## src/rtl/soc_system_btn_ctrl.sv

```systemverilog
// Two-button debouncer with timestamped press-event FIFO behind an Avalon-MM slave.
// Register map: 0 STATUS, 1 EVENT (pop-on-read), 2 IRQ_EN, 3 CTRL (OVF clear / flush).
module soc_system_btn_ctrl #(
    parameter int unsigned DEBOUNCE_CYCLES = 50000,
    parameter int unsigned FIFO_DEPTH      = 8
) (
    input  logic        clk,
    input  logic        reset,
    input  logic [1:0]  address,
    input  logic        chipselect,
    input  logic        read_n,
    input  logic        write_n,
    input  logic [31:0] writedata,
    input  logic [1:0]  in_port,
    output logic [31:0] readdata,
    output logic        irq
);

    localparam int unsigned PTR_W = (FIFO_DEPTH > 1) ? $clog2(FIFO_DEPTH) : 1;
    localparam int unsigned CNT_W = PTR_W + 1;
    localparam int unsigned ENT_W = 18;
    localparam logic [15:0]      DEB_LAST = 16'(DEBOUNCE_CYCLES - 1);
    localparam logic [CNT_W-1:0] FULL_CNT = CNT_W'(FIFO_DEPTH);

    logic [1:0]       sync1_q, sync2_q, stable_q, stable_d;
    logic [1:0][15:0] deb_cnt_q, deb_cnt_d;
    logic [1:0]       press;
    logic [15:0]      ts_q;
    logic [PTR_W-1:0] wr_ptr_q, wr_ptr_d, rd_ptr_q, rd_ptr_d;
    logic [CNT_W-1:0] count_q, count_d;
    logic             ovf_q, ovf_d;
    logic             irq_en_q, irq_en_d;
    logic [31:0]      readdata_q, readdata_d;
    logic             irq_q;
    logic [ENT_W-1:0] mem_q [FIFO_DEPTH];
    logic [ENT_W-1:0] head;

    logic rd_stb, wr_stb, ctrl_wr, flush, empty, full, pop, push, overflow;
    logic unused_wdata;

    assign unused_wdata = ^writedata[31:1];
    assign rd_stb   = chipselect & ~read_n;
    assign wr_stb   = chipselect & ~write_n;
    assign ctrl_wr  = wr_stb & (address == 2'd3);
    assign flush    = ctrl_wr & writedata[0];
    assign empty    = (count_q == '0);
    assign full     = (count_q == FULL_CNT);
    assign head     = mem_q[rd_ptr_q];
    // Flush overrides both pop and push; a pop frees the slot a same-cycle push needs.
    assign pop      = rd_stb & (address == 2'd1) & ~empty & ~flush;
    assign push     = (|press) & ~flush & (~full | pop);
    assign overflow = (|press) & ~flush & full & ~pop;

    // Per-button debounce: accept the synced level after DEBOUNCE_CYCLES mismatched cycles.
    always_comb begin
        stable_d  = stable_q;
        deb_cnt_d = deb_cnt_q;
        press     = 2'b00;
        for (int i = 0; i < 2; i++) begin
            if (sync2_q[i] == stable_q[i]) begin
                deb_cnt_d[i] = '0;
            end else if (deb_cnt_q[i] == DEB_LAST) begin
                stable_d[i]  = sync2_q[i];
                deb_cnt_d[i] = '0;
                press[i]     = ~sync2_q[i];
            end else begin
                deb_cnt_d[i] = deb_cnt_q[i] + 16'd1;
            end
        end
    end

    always_comb begin
        wr_ptr_d   = wr_ptr_q;
        rd_ptr_d   = rd_ptr_q;
        count_d    = count_q;
        ovf_d      = ovf_q;
        irq_en_d   = irq_en_q;
        readdata_d = readdata_q;
        if (flush) begin
            wr_ptr_d = '0;
            rd_ptr_d = '0;
            count_d  = '0;
        end else begin
            if (push) wr_ptr_d = wr_ptr_q + PTR_W'(1);
            if (pop)  rd_ptr_d = rd_ptr_q + PTR_W'(1);
            if (push && !pop)      count_d = count_q + CNT_W'(1);
            else if (pop && !push) count_d = count_q - CNT_W'(1);
        end
        if (ctrl_wr)  ovf_d = 1'b0;
        if (overflow) ovf_d = 1'b1;
        if (wr_stb && address == 2'd2) irq_en_d = writedata[0];
        if (rd_stb) begin
            case (address)
                2'd0:    readdata_d = {20'b0, 4'(count_q), 1'b0, ovf_q, full, empty, 2'b0, stable_q};
                2'd1:    readdata_d = empty ? 32'h0 : {1'b1, 13'b0, head};
                2'd2:    readdata_d = {31'b0, irq_en_q};
                default: readdata_d = 32'h0;
            endcase
        end
    end

    always_ff @(posedge clk) begin
        if (reset) begin
            sync1_q    <= 2'b11;
            sync2_q    <= 2'b11;
            stable_q   <= 2'b11;
            deb_cnt_q  <= '0;
            ts_q       <= '0;
            wr_ptr_q   <= '0;
            rd_ptr_q   <= '0;
            count_q    <= '0;
            ovf_q      <= 1'b0;
            irq_en_q   <= 1'b0;
            readdata_q <= '0;
            irq_q      <= 1'b0;
        end else begin
            sync1_q    <= in_port;
            sync2_q    <= sync1_q;
            stable_q   <= stable_d;
            deb_cnt_q  <= deb_cnt_d;
            ts_q       <= ts_q + 16'd1;
            wr_ptr_q   <= wr_ptr_d;
            rd_ptr_q   <= rd_ptr_d;
            count_q    <= count_d;
            ovf_q      <= ovf_d;
            irq_en_q   <= irq_en_d;
            readdata_q <= readdata_d;
            irq_q      <= irq_en_q & ~empty;
        end
    end

    // Entry storage needs no reset; validity is tracked by the pointers and count.
    always_ff @(posedge clk) begin
        if (push) mem_q[wr_ptr_q] <= {press, ts_q};
    end

    assign readdata = readdata_q;
    assign irq      = irq_q;

endmodule

```

## config.mk

```make
export PLATFORM = sky130hd
export DESIGN_NAME = soc_system_btn_ctrl
export DESIGN_NICKNAME = d
export VERILOG_FILES = /design/src/rtl/soc_system_btn_ctrl.sv
export SDC_FILE = /design/constraint.sdc
export NUM_CORES = 1
export LEC_CHECK = 0
export CORE_ASPECT_RATIO = 1.4
export CORE_MARGIN = 2
export CORE_UTILIZATION = 62
export DETAILED_ROUTE_END_ITERATION = 16
export PLACE_DENSITY_LB_ADDON = 0.08
export REMOVE_ABC_BUFFERS = 1
export SYNTH_ARGS = -nofsm -noshare
export SYNTH_HDL_FRONTEND = slang
export SYNTH_SLANG_ARGS = --single-unit
```

## constraint.sdc

```tcl
create_clock -name clk -period 9.1 [get_ports clk]
set_clock_uncertainty 0.1 [all_clocks]
set_input_delay 0.91 -clock clk [delete_from_list [all_inputs] [get_ports clk]]
set_output_delay 0.91 -clock clk [all_outputs]
set_load 0.005 [all_outputs]
```

==> results of run 1 <==
-- final cells by class --
class / instances / area [sq um]
clock buffer: 32 / 629.4
clock inverter: 8 / 91.34
fill: 938 / 4083
inverter: 6 / 22.52
multi-input combinational: 372 / 2944
sequential: 233 / 6107
tap: 189 / 236.5
timing repair buffer: 43 / 395.4
-- critical path: cells and delay by family --
kind                       cells  cell delay, ps
xor gates and xnor gates       1             100
buffers and inverters          4             910
AOI/OAI and AO/OA              3             480
and+or+nand+nor                4            1260
adders and majority gates      2             470
-- power groups by stage --
stage / Combinational, uW / Sequential (uW) / Clock, uW
floorplan: 10.1 / 1140 / 0
global placement: 21.7 / 1140 / 0
detailed placement: 22.5 / 1140 / 0
CTS: 22.7 / 1120 / 923
global route: 25.1 / 1120 / 959
finish: 22.9 / 1120 / 904
-- cells in the final DEF, fill, tap and decap left out, types with 7 or more instances in the layout --
cell type and count:
edfxtp_1 144, nand2_1 39, conb_1 13, mux2i_1 24, nand3_1 17, mux4_2 34
dfxtp_1 88, a21oi_1 16, o21ai_1 16, and3_1 15, buf_4 14, xor2_1 24
clkbuf_1 7, o21ai_0 11, ha_1 8, or3_1 10, xnor2_1 17, clkdlybuf4s50_1 29
clkbuf_16 23, nor2_1 57
-- cell families after synthesis --
group | after synthesis | share of synthesized area (%)
DFF | 233 | 66.31
buffers and inverters | 43 | 2.500
other | 1 | 0.04073
AOI/OAI and AO/OA | 61 | 4.090
xor gates and xnor gates | 41 | 3.900
muxes | 58 | 10.93
and+or+nand+nor | 190 | 10.93
adders and majority gates | 9 | 1.305
-- registers in the layout, indices dropped and copies added, names as in the netlist, named ones only --
name	cells
ovf_q	1
irq_en_q	1
ts_q	16
count_q	4
rd_ptr_q	3
mem_q	144
stable_q	2
sync1_q	2
sync2_q	2
readdata	19
wr_ptr_q	3
irq	1
deb_cnt_q	32
-- through the flow --
stage	instances	utilization [%]
6_report	883	71.86
4_1_cts	883	71.86
2_1_floorplan	611	-
5_1_grt	883	71.86
3_3_place_gp	843	66.89
3_5_place_dp	843	66.89
-- routing by layer --
layer  vias up  part of all wire (%)  GRT usage (%)
met3        23                   5.4          3.199
met5         -                     0              0
met1      2602                    40          29.27
met2       135                    53          39.46
met4         0                   1.5          8.571
li1       2424                     -              -
-- final timing paths --
path | cells past startpoint | end | slack, ps
hold reg to reg | 1 | sync2_q[0] | 320
setup / recovery | 14 | count_q[3] | 5290
setup reg to reg | 14 | count_q[3] | 5740
hold / removal | 1 | sync2_q[0] | 320
==> results by group, run 1 <==
Status
  – Outcome: complete, no violations

Logic synthesis
  – Synth area leader: edfxtp_1
  – Yosys top cell area share: 46.96%
  – Syn Area/Cell: 14.48 sq um
  – Post-synth EDFFs: 144
  – Register area share after synthesis: 66.31%
  – Synth Register Bits: 233
  – Post-synth top flop: edfxtp_1
  – Syn Inst Count: 636
  – Post-synth cell types: 54
  – Post-synth top cells: edfxtp_1, dfxtp_1, nor2_1
  – YS warnings: 0
  – Top cells by area, synth: edfxtp_1, dfxtp_1, mux4_2
  – Mapped cell area: 9208 sq um
  – Most frequent cell after synthesis: edfxtp_1
  – Async SR Flop Fraction: 0%

Drt
  – Via count: 5184
  – Detailed-route DRC error count: 0
  – Vias per cell: 5.871
  – Drt first-iter violations: 341
  – Routed Wire Length: 17710 um
  – Post-DRT Antenna Nets: 0
  – WL/cell: 20.06 um
  – DR pass1 iterations: 5

Worst setup path
  – Req. time, crit path: 9430 ps
  – Worst-path cell chain: clkdlybuf4s50_1 -> inv_1 -> nor3_1 -> nand3b_1 -> nand2_4 -> inv_2 -> ha_1 -> inv_1 -> ha_1 -> a21o_1 -> a21oi_1 -> xnor2_1 -> or3_1 -> a21oi_1
  – Crit path launch: address[0]
  – Type of the worst setup path: input port to flop
  – Worst path max stage delay: 620 ps
  – Crit-path max FO: 8
  – CP max stage cell: clkdlybuf4s50_1
  – Crit path capture type: flop
  – R2r startpoint: deb_cnt_q[0]
  – Worst path arrival time: 4140 ps
  – Worst setup SP type: input port

STA
  – RSZ-0062 raised after global routing: false
  – Peak Freq: 262.4 MHz
  – Final Hold Fails: 0
  – Worst setup margin: 5289 ps
  – Relative slew slack: 39.43%
  – Fin. max-slew vios: 0
  – Final Hold Slack: 324.7 ps
  – Tcrit/Tclk final: 41.88%
  – Final TNS setup: 0 ps
  – Final setup viols: 0
  – Slew @ Worst Pin: 906.4 ps
  – Fin crit period: 3811 ps

Power and ir drop
  – Seq pwr share: 54.6%
  – Cell internal pwr: 1659 uW
  – Maximum VDD drop: 0.1690 mV
  – Switching power of the nets: 385.3 uW
  – Logic gate share of total power: 1.1%
  – Switching Fraction: 18.85%
  – Leak pwr: 0.003473 uW
  – Total power: 2045 uW
  – Clock power share: 44.2%
  – Cell Pwr Density: 196.1 nW/um^2

Floorplan
  – Die area: 15860 sq um
  – Top Ports: 74
  – Die W: 107.0 um
  – Vert. Die Dim: 148.2 um
  – Placement Rows: 52
  – Initial Utilization: 63.46%
  – Core Footprint: 14510 sq um

Placed design
  – Pre-CTS setup slack: 4838 ps
  – DP HPWL: 10410 um
  – Routability congestion estimate: 0.7686
  – Placed cell area: 9706 sq um
  – IO buf count: 29

Global routing
  – Gr ovfl total: 0
  – Number of global-route vias before repair: 5456
  – Initial antenna violation count: 0
  – Largest net degree at the start of global routing: 41
  – GRT Overall Usage: 22.77%
  – First-pass GRT wire length: 27810 um

Clock network
  – Total CTS buffers: 22
  – H-tree depth: 1
  – Resize count post-CTS: 0
  – Hold buffers post-CTS: 0
  – Root buf cell: clkbuf_16
  – Clock Latency Late Sink: 500 ps
  – Max Root-Sink Buffers: 3
  – Clock-pin slew of the registers on the worst-case setup and hold paths: 60 ps
  – Clock Sinks: 233
  – TritonCTS clock tree: yes
  – Post-CTS setup buffers: 0

Final layout
  – Nets: 728
  – ANT cells: 0
  – Synth-to-Final Area Change: 13.23%
  – Share of layout cells above drive strength 1: 15.13%
  – Design area: 10430 sq um

Hold path
  – Worst hold path class: flop to flop
  – Min-delay src: sync1_q[0]

Run
  – Max_cap viols: 0
No activity file was read; power rests on OpenSTA's default activity.
==> run 2, diff against run 1 <==
Settings changed: CORE_UTILIZATION 62 to 58.
Clock period 9.1 ns to 4 ns, I/O delays scaled along.
==> run 2 against run 1 <==
  * Die area is 6.7% higher
  * Worst setup slack worse by 4600 ps
  * Sequential share of layout area is 0.56 points lower
  * Sequential cell count stayed put
  * Sequential power is 130% higher
  * Cell area is 0.97% higher
  * Critical path depth stayed put
  * Worst hold slack worse by 1.7 ps
  * Combinational power is 130% higher
  * Clock-buffer cell count is 1 lower
  * Highest routed layer unchanged
==> results by group, run 2 (synthesized netlist as in run 1, its figures left out) <==
Status
  – Outcome: complete, no violations

Drt
  – Post-DRT Antenna Nets: 0 (unchanged)
  – Drt first-iter violations: 347 (+1.8%)
  – Via count: 5212 (+0.54%)
  – Detailed-route DRC error count: 0 (unchanged)
  – WL/cell: 19.62 um (-2.2%)
  – DR pass1 iterations: 4 (-1)
  – Vias per cell: 5.837 (-0.59%)
  – Routed Wire Length: 17520 um (-1.1%)

Global routing
  – First-pass GRT wire length: 28550 um (+2.7%)
  – GRT Overall Usage: 21.33% (-1.4 points)
  – Gr ovfl total: 0 (unchanged)
  – Initial antenna violation count: 0 (unchanged)
  – Largest net degree at the start of global routing: 38 (-7.3%)
  – Number of global-route vias before repair: 5398 (-1.1%)

Floorplan
  – Core Footprint: 15540 sq um (+7.1%)
  – Vert. Die Dim: 153.1 um (+3.3%)
  – Die area: 16910 sq um (+6.7%)
  – Top Ports: 74 (unchanged)
  – Initial Utilization: 59.25% (-4.2 points)
  – Placement Rows: 54 (+3.8%)
  – Die W: 110.5 um (+3.3%)

Clock network
  – TritonCTS clock tree: yes
  – Clock Latency Late Sink: 500 ps (about the same)
  – Post-CTS setup buffers: 0 (unchanged)
  – Hold buffers post-CTS: 0 (unchanged)
  – Clock Sinks: 233 (unchanged)
  – Clock-pin slew of the registers on the worst-case setup and hold paths: 60 ps (about the same)
  – Resize count post-CTS: 0 (unchanged)
  – Root buf cell: clkbuf_16
  – Total CTS buffers: 23 (+4.5%)
  – H-tree depth: 1 (unchanged)
  – Max Root-Sink Buffers: 3 (unchanged)

STA
  – Final setup viols: 0 (unchanged)
  – Slew @ Worst Pin: 957.6 ps (+51.16 ps)
  – Fin crit period: 3359 ps
  – Peak Freq: 297.7 MHz
  – Tcrit/Tclk final: 83.98%
  – Final Hold Slack: 322.9 ps (-1.740 ps)
  – RSZ-0062 raised after global routing: false
  – Final Hold Fails: 0 (unchanged)
  – Fin. max-slew vios: 0 (unchanged)
  – Final TNS setup: 0 ps (unchanged)
  – Relative slew slack: 36.01% (-3.4 points)
  – Worst setup margin: 640.9 ps (-4648 ps)

Power and ir drop
  – Total power: 4857 uW (+140%)
  – Maximum VDD drop: 0.4090 mV (+140%)
  – Cell Pwr Density: 461.3 nW/um^2 (+140%)
  – Leak pwr: 0.003520 uW (+1.4%)

Hold path
  – Worst hold path class: flop to flop

Final layout
  – Nets: 731 (+0.41%)
  – Share of layout cells above drive strength 1: 15.49% (+0.37 points)
  – ANT cells: 0 (unchanged)
  – Most frequent cells in the layout: edfxtp_1, dfxtp_1, nor2_1, nand2_1, mux4_2
  – Synth-to-Final Area Change: 14.34%
  – Final core utilization: 67.75% (-4.1 points)
  – Biggest register: mem_q
  – Largest register FFs: 144 (unchanged)
  – Commonest non-fill, non-tap cell in the layout: edfxtp_1

Worst setup path
  – Crit-path max FO: 7 (-1)
  – CP dominant cell by count: ha_1
  – Worst-path cell chain: ha_1 -> and3_1 -> nand4_1 -> o32ai_4 -> nand2_4 -> inv_2 -> ha_1 -> inv_1 -> ha_1 -> a21o_1 -> a21oi_1 -> xnor2_1 -> or3_1 -> a21oi_1
  – Worst setup SP type: flop
  – CP max stage cell: dfxtp_1
  – Type of the worst setup path: flop to flop
  – Worst path arrival time: 3690 ps (-450 ps)
  – Crit path capture type: flop
  – Req. time, crit path: 4340 ps (-5090 ps)
  – Worst path max stage delay: 370 ps (-250 ps)

Placed design
  – IO buf count: 29 (unchanged)
  – DP HPWL: 10670 um (+2.5%)
  – Pre-CTS setup slack: 365.3 ps (-4473 ps)
  – Routability congestion estimate: 0.7864 (+2.3%)

Run
  – Max_cap viols: 0 (unchanged)
## run 2: cell count changes in the layout (fill, tap and decap cells not counted)
cell / change
nor2_2: -1
clkinv_4: +1
clkinv_2: -2
bufinv_16: +2
clkbuf_1: -2
buf_4: +2
clkbuf_16: +1
nor2_1: +1
clkinv_1: +1
## run 2: per-layer routing
metal	up-vias	global-route usage [%]	share of wire [%]
li1	2442	-	-
met1	2632	27.59	42
met2	106	37.86	52
met3	32	3.093	4.0
met4	0	5.833	2.1
met5	-	0	0
## run 2: where the power goes
part | internal, uW | total [uW] | switching (uW)
Clock | 1390 | 2260 | 870
Combinational | 20.4 | 52.3 | 32.0
Sequential | 2530 | 2540 | 9.14
Total | 3950 | 4860 | 911
## run 2: cell type report
class / instances / area (sq um)
clock buffer: 31 / 646.9
clock inverter: 10 / 153.9
fill: 1116 / 5012
inverter: 6 / 22.52
multi-input combinational: 372 / 2942
sequential: 233 / 6107
tap: 196 / 245.2
timing repair buffer: 45 / 410.4
## run 2: stage by stage
stage               cells  area, sq um
global placement      852         9727
global route          893        10530
finish                893        10530
detailed placement    852         9727
floorplan             611         9045
CTS                   893        10530
## run 2: critical path: cells and delay by family, from the launching register on
kind | cells | cell delay [ps]
and+or+nand+nor | 4 | 1080
AOI/OAI and AO/OA | 4 | 820
adders and majority gates | 3 | 670
DFF | 1 | 370
buffers and inverters | 2 | 160
xor gates and xnor gates | 1 | 90
## run 2: final timing paths
kind,start,endpoint,slack [ps],cells past startpoint
worst max register to register,deb_cnt_q[16],count_q[3],640,14
worst min-delay path,sync1_q[0],sync2_q[0],320,1
worst max-delay path,deb_cnt_q[16],count_q[3],640,14
worst min register to register,sync1_q[0],sync2_q[0],320,1
==> run 3, diff against run 2 <==
Clock period 4 ns to 3.2 ns, I/O delays scaled along.
==> run 3 against run 2 <==
  * Via count about the same
  * Sequential share of layout area is 0.23 points lower
  * Wire length about the same
  * Core utilization increased by 0.27 points
  * Sequential cell count is the same
  * Final cell count grew 1.3%
  * Global-route usage shrank 0.36 points
  * First-iteration DRC count is 3.5% lower
  * Cell area up 0.39%
==> results by group, run 3 (synthesized netlist as in run 1, its figures left out) <==
Worst setup path
  – CP delay by family, top: compound AO/OA/AOI/OAI gates
  – Req. time, crit path: 3540 ps (-800 ps)
  – Worst path arrival time: 3330 ps (-360 ps)
  – Worst-path cell chain: ha_1 -> and3_1 -> nand4_2 -> o32ai_4 -> nand2_4 -> inv_2 -> ha_1 -> inv_1 -> ha_1 -> a21o_1 -> a21oi_1 -> xnor2_1 -> or3_1 -> a21oi_1
  – CP max stage cell: dfxtp_1
  – Worst path max stage delay: 350 ps (-20 ps)
  – Worst setup SP type: flop
  – Crit-path max FO: 3 (-4)
  – Crit path buf inv count: 2 (unchanged)
  – Crit path capture type: flop
  – CP dominant cell by count: ha_1
  – Type of the worst setup path: flop to flop

Power and ir drop
  – Maximum VDD drop: 0.4565 mV (+12%)
  – Leak pwr: 0.003559 uW (+1.1%)
  – Total power: 5894 uW (+21%)
  – Cell Pwr Density: 557.7 nW/um^2 (+21%)

Final layout
  – Synth-to-Final Area Change: 14.78%
  – ANT cells: 0 (unchanged)
  – Nets: 743 (+1.6%)
  – Share of layout cells above drive strength 1: 16.78% (+1.3 points)
  – Fillers: 1091 (-2.2%)
  – Largest register FFs: 144 (unchanged)
  – Design area: 10570 sq um (+0.39%)
  – Most frequent cells in the layout: edfxtp_1, dfxtp_1, nor2_1, nand2_1, mux4_2
  – Commonest non-fill, non-tap cell in the layout: edfxtp_1
  – Final Non-Filler Cells: 905 (+1.3%)
  – Biggest register: mem_q

Global routing
  – GRT Overall Usage: 20.96% (-0.36 points)
  – Initial antenna violation count: 0 (unchanged)
  – Gr ovfl total: 0 (unchanged)
  – Largest net degree at the start of global routing: 25 (-34%)
  – First-pass GRT wire length: 28090 um (-1.6%)
  – Number of global-route vias before repair: 5342 (-1.0%)

Status
  – Outcome: complete, no violations

Clock network
  – Clock Sinks: 233 (unchanged)
  – Post-CTS setup buffers: 0 (unchanged)
  – Hold buffers post-CTS: 0 (unchanged)
  – Root buf cell: clkbuf_16
  – H-tree depth: 1 (unchanged)
  – Total CTS buffers: 23 (unchanged)
  – Clock Latency Late Sink: 500 ps (about the same)
  – Clock-pin slew of the registers on the worst-case setup and hold paths: 60 ps (about the same)
  – Max Root-Sink Buffers: 3 (unchanged)
  – TritonCTS clock tree: yes
  – Resize count post-CTS: 0 (unchanged)

Drt
  – DR pass1 iterations: 4 (unchanged)
  – Post-DRT Antenna Nets: 0 (unchanged)
  – Detailed-route DRC error count: 0 (unchanged)
  – Vias per cell: 5.765 (-1.2%)
  – Drt first-iter violations: 335 (-3.5%)
  – Routed Wire Length: 17530 um (about the same)
  – Via count: 5217 (+0.096%)
  – WL/cell: 19.37 um (-1.3%)

Floorplan
  – Die W: 110.5 um (unchanged)
  – Die area: 16910 sq um (unchanged)
  – Core Footprint: 15540 sq um (unchanged)
  – Vert. Die Dim: 153.1 um (unchanged)
  – Initial Utilization: 59.25% (unchanged)
  – Top Ports: 74 (unchanged)
  – Placement Rows: 54 (unchanged)

STA
  – Final setup viols: 0 (unchanged)
  – Fin. max-slew vios: 0 (unchanged)
  – Tcrit/Tclk final: 93.67% (+9.7 points)
  – Peak Freq: 333.6 MHz (+12%)
  – Final Hold Fails: 0 (unchanged)
  – Slew @ Worst Pin: 809.0 ps (-148.6 ps)
  – Relative slew slack: 46.07% (+10 points)
  – Final TNS setup: 0 ps (unchanged)
  – Final Hold Slack: 278.9 ps (-44.06 ps)
  – Fin crit period: 2998 ps (-361.5 ps)

Placed design
  – Routability congestion estimate: 0.7998 (+1.7%)
  – IO buf count: 29 (unchanged)
  – Placed cell area: 9822 sq um (+0.98%)
  – Placed cells: 863 (+1.3%)
  – DP HPWL: 10590 um (-0.70%)

Hold path
  – Worst hold path class: input port to flop

Run
  – Max_cap viols: 0 (unchanged)
-- run 3: changes by cell type in the layout (fill, tap and decap cells not counted), sizes merged --
cell      before  now
clkinv         5    6
buf           16   28
clkinvlp       1    0
clkbuf        31   32
bufinv         4    3
-- run 3: final cells by class --
class | instances | area [sq um] | share of cell area, %
inverters | 6 | 22.52 | 0.2131
flip-flops and latches | 233 | 6107 | 57.78
clock buffers | 32 | 620.6 | 5.872
repair buffers | 57 | 513.0 | 4.854
multi-input cells | 372 | 2942 | 27.83
clock inverters | 9 | 118.9 | 1.125
well taps | 196 | 245.2 | 2.320
-- run 3: per-stage QoR --
| stage | util [%] | worst slack [ps] |
|---|---|---|
| floorplan | - | -515.2 |
| global placement | 63.20 | 134.5 |
| detailed placement | 63.20 | 74.47 |
| CTS | 67.96 | 145.4 |
| global route | 68.01 | -6.014 |
| finish | 68.01 | 202.4 |
-- run 3: path summary, 6_finish.rpt --
kind           startpoint         end  slack (ps)  cells past startpoint
max          deb_cnt_q[0]  count_q[3]         200                     14
min            in_port[0]  sync1_q[0]         280                      2
max reg2reg  deb_cnt_q[0]  count_q[3]         200                     14
min reg2reg    sync1_q[1]  sync2_q[1]         310                      1
-- run 3: power by group --
part / total (uW) / leakage, uW / switching [uW] / internal (uW)
clock network: 2650 / 0.000367 / 1050 / 1590
registers: 3180 / 0.00207 / 11.3 / 3170
logic: 69.2 / 0.00112 / 41.0 / 28.2
total: 5890 / 0.00356 / 1110 / 4790
-- run 3: metal layers --
layer	up-vias	track usage, %	wire (um)
li1	2463	-	-
met4	0	6.488	377
met1	2611	26.25	7182
met2	116	37.66	9191
met5	-	0	0
met3	27	3.212	776
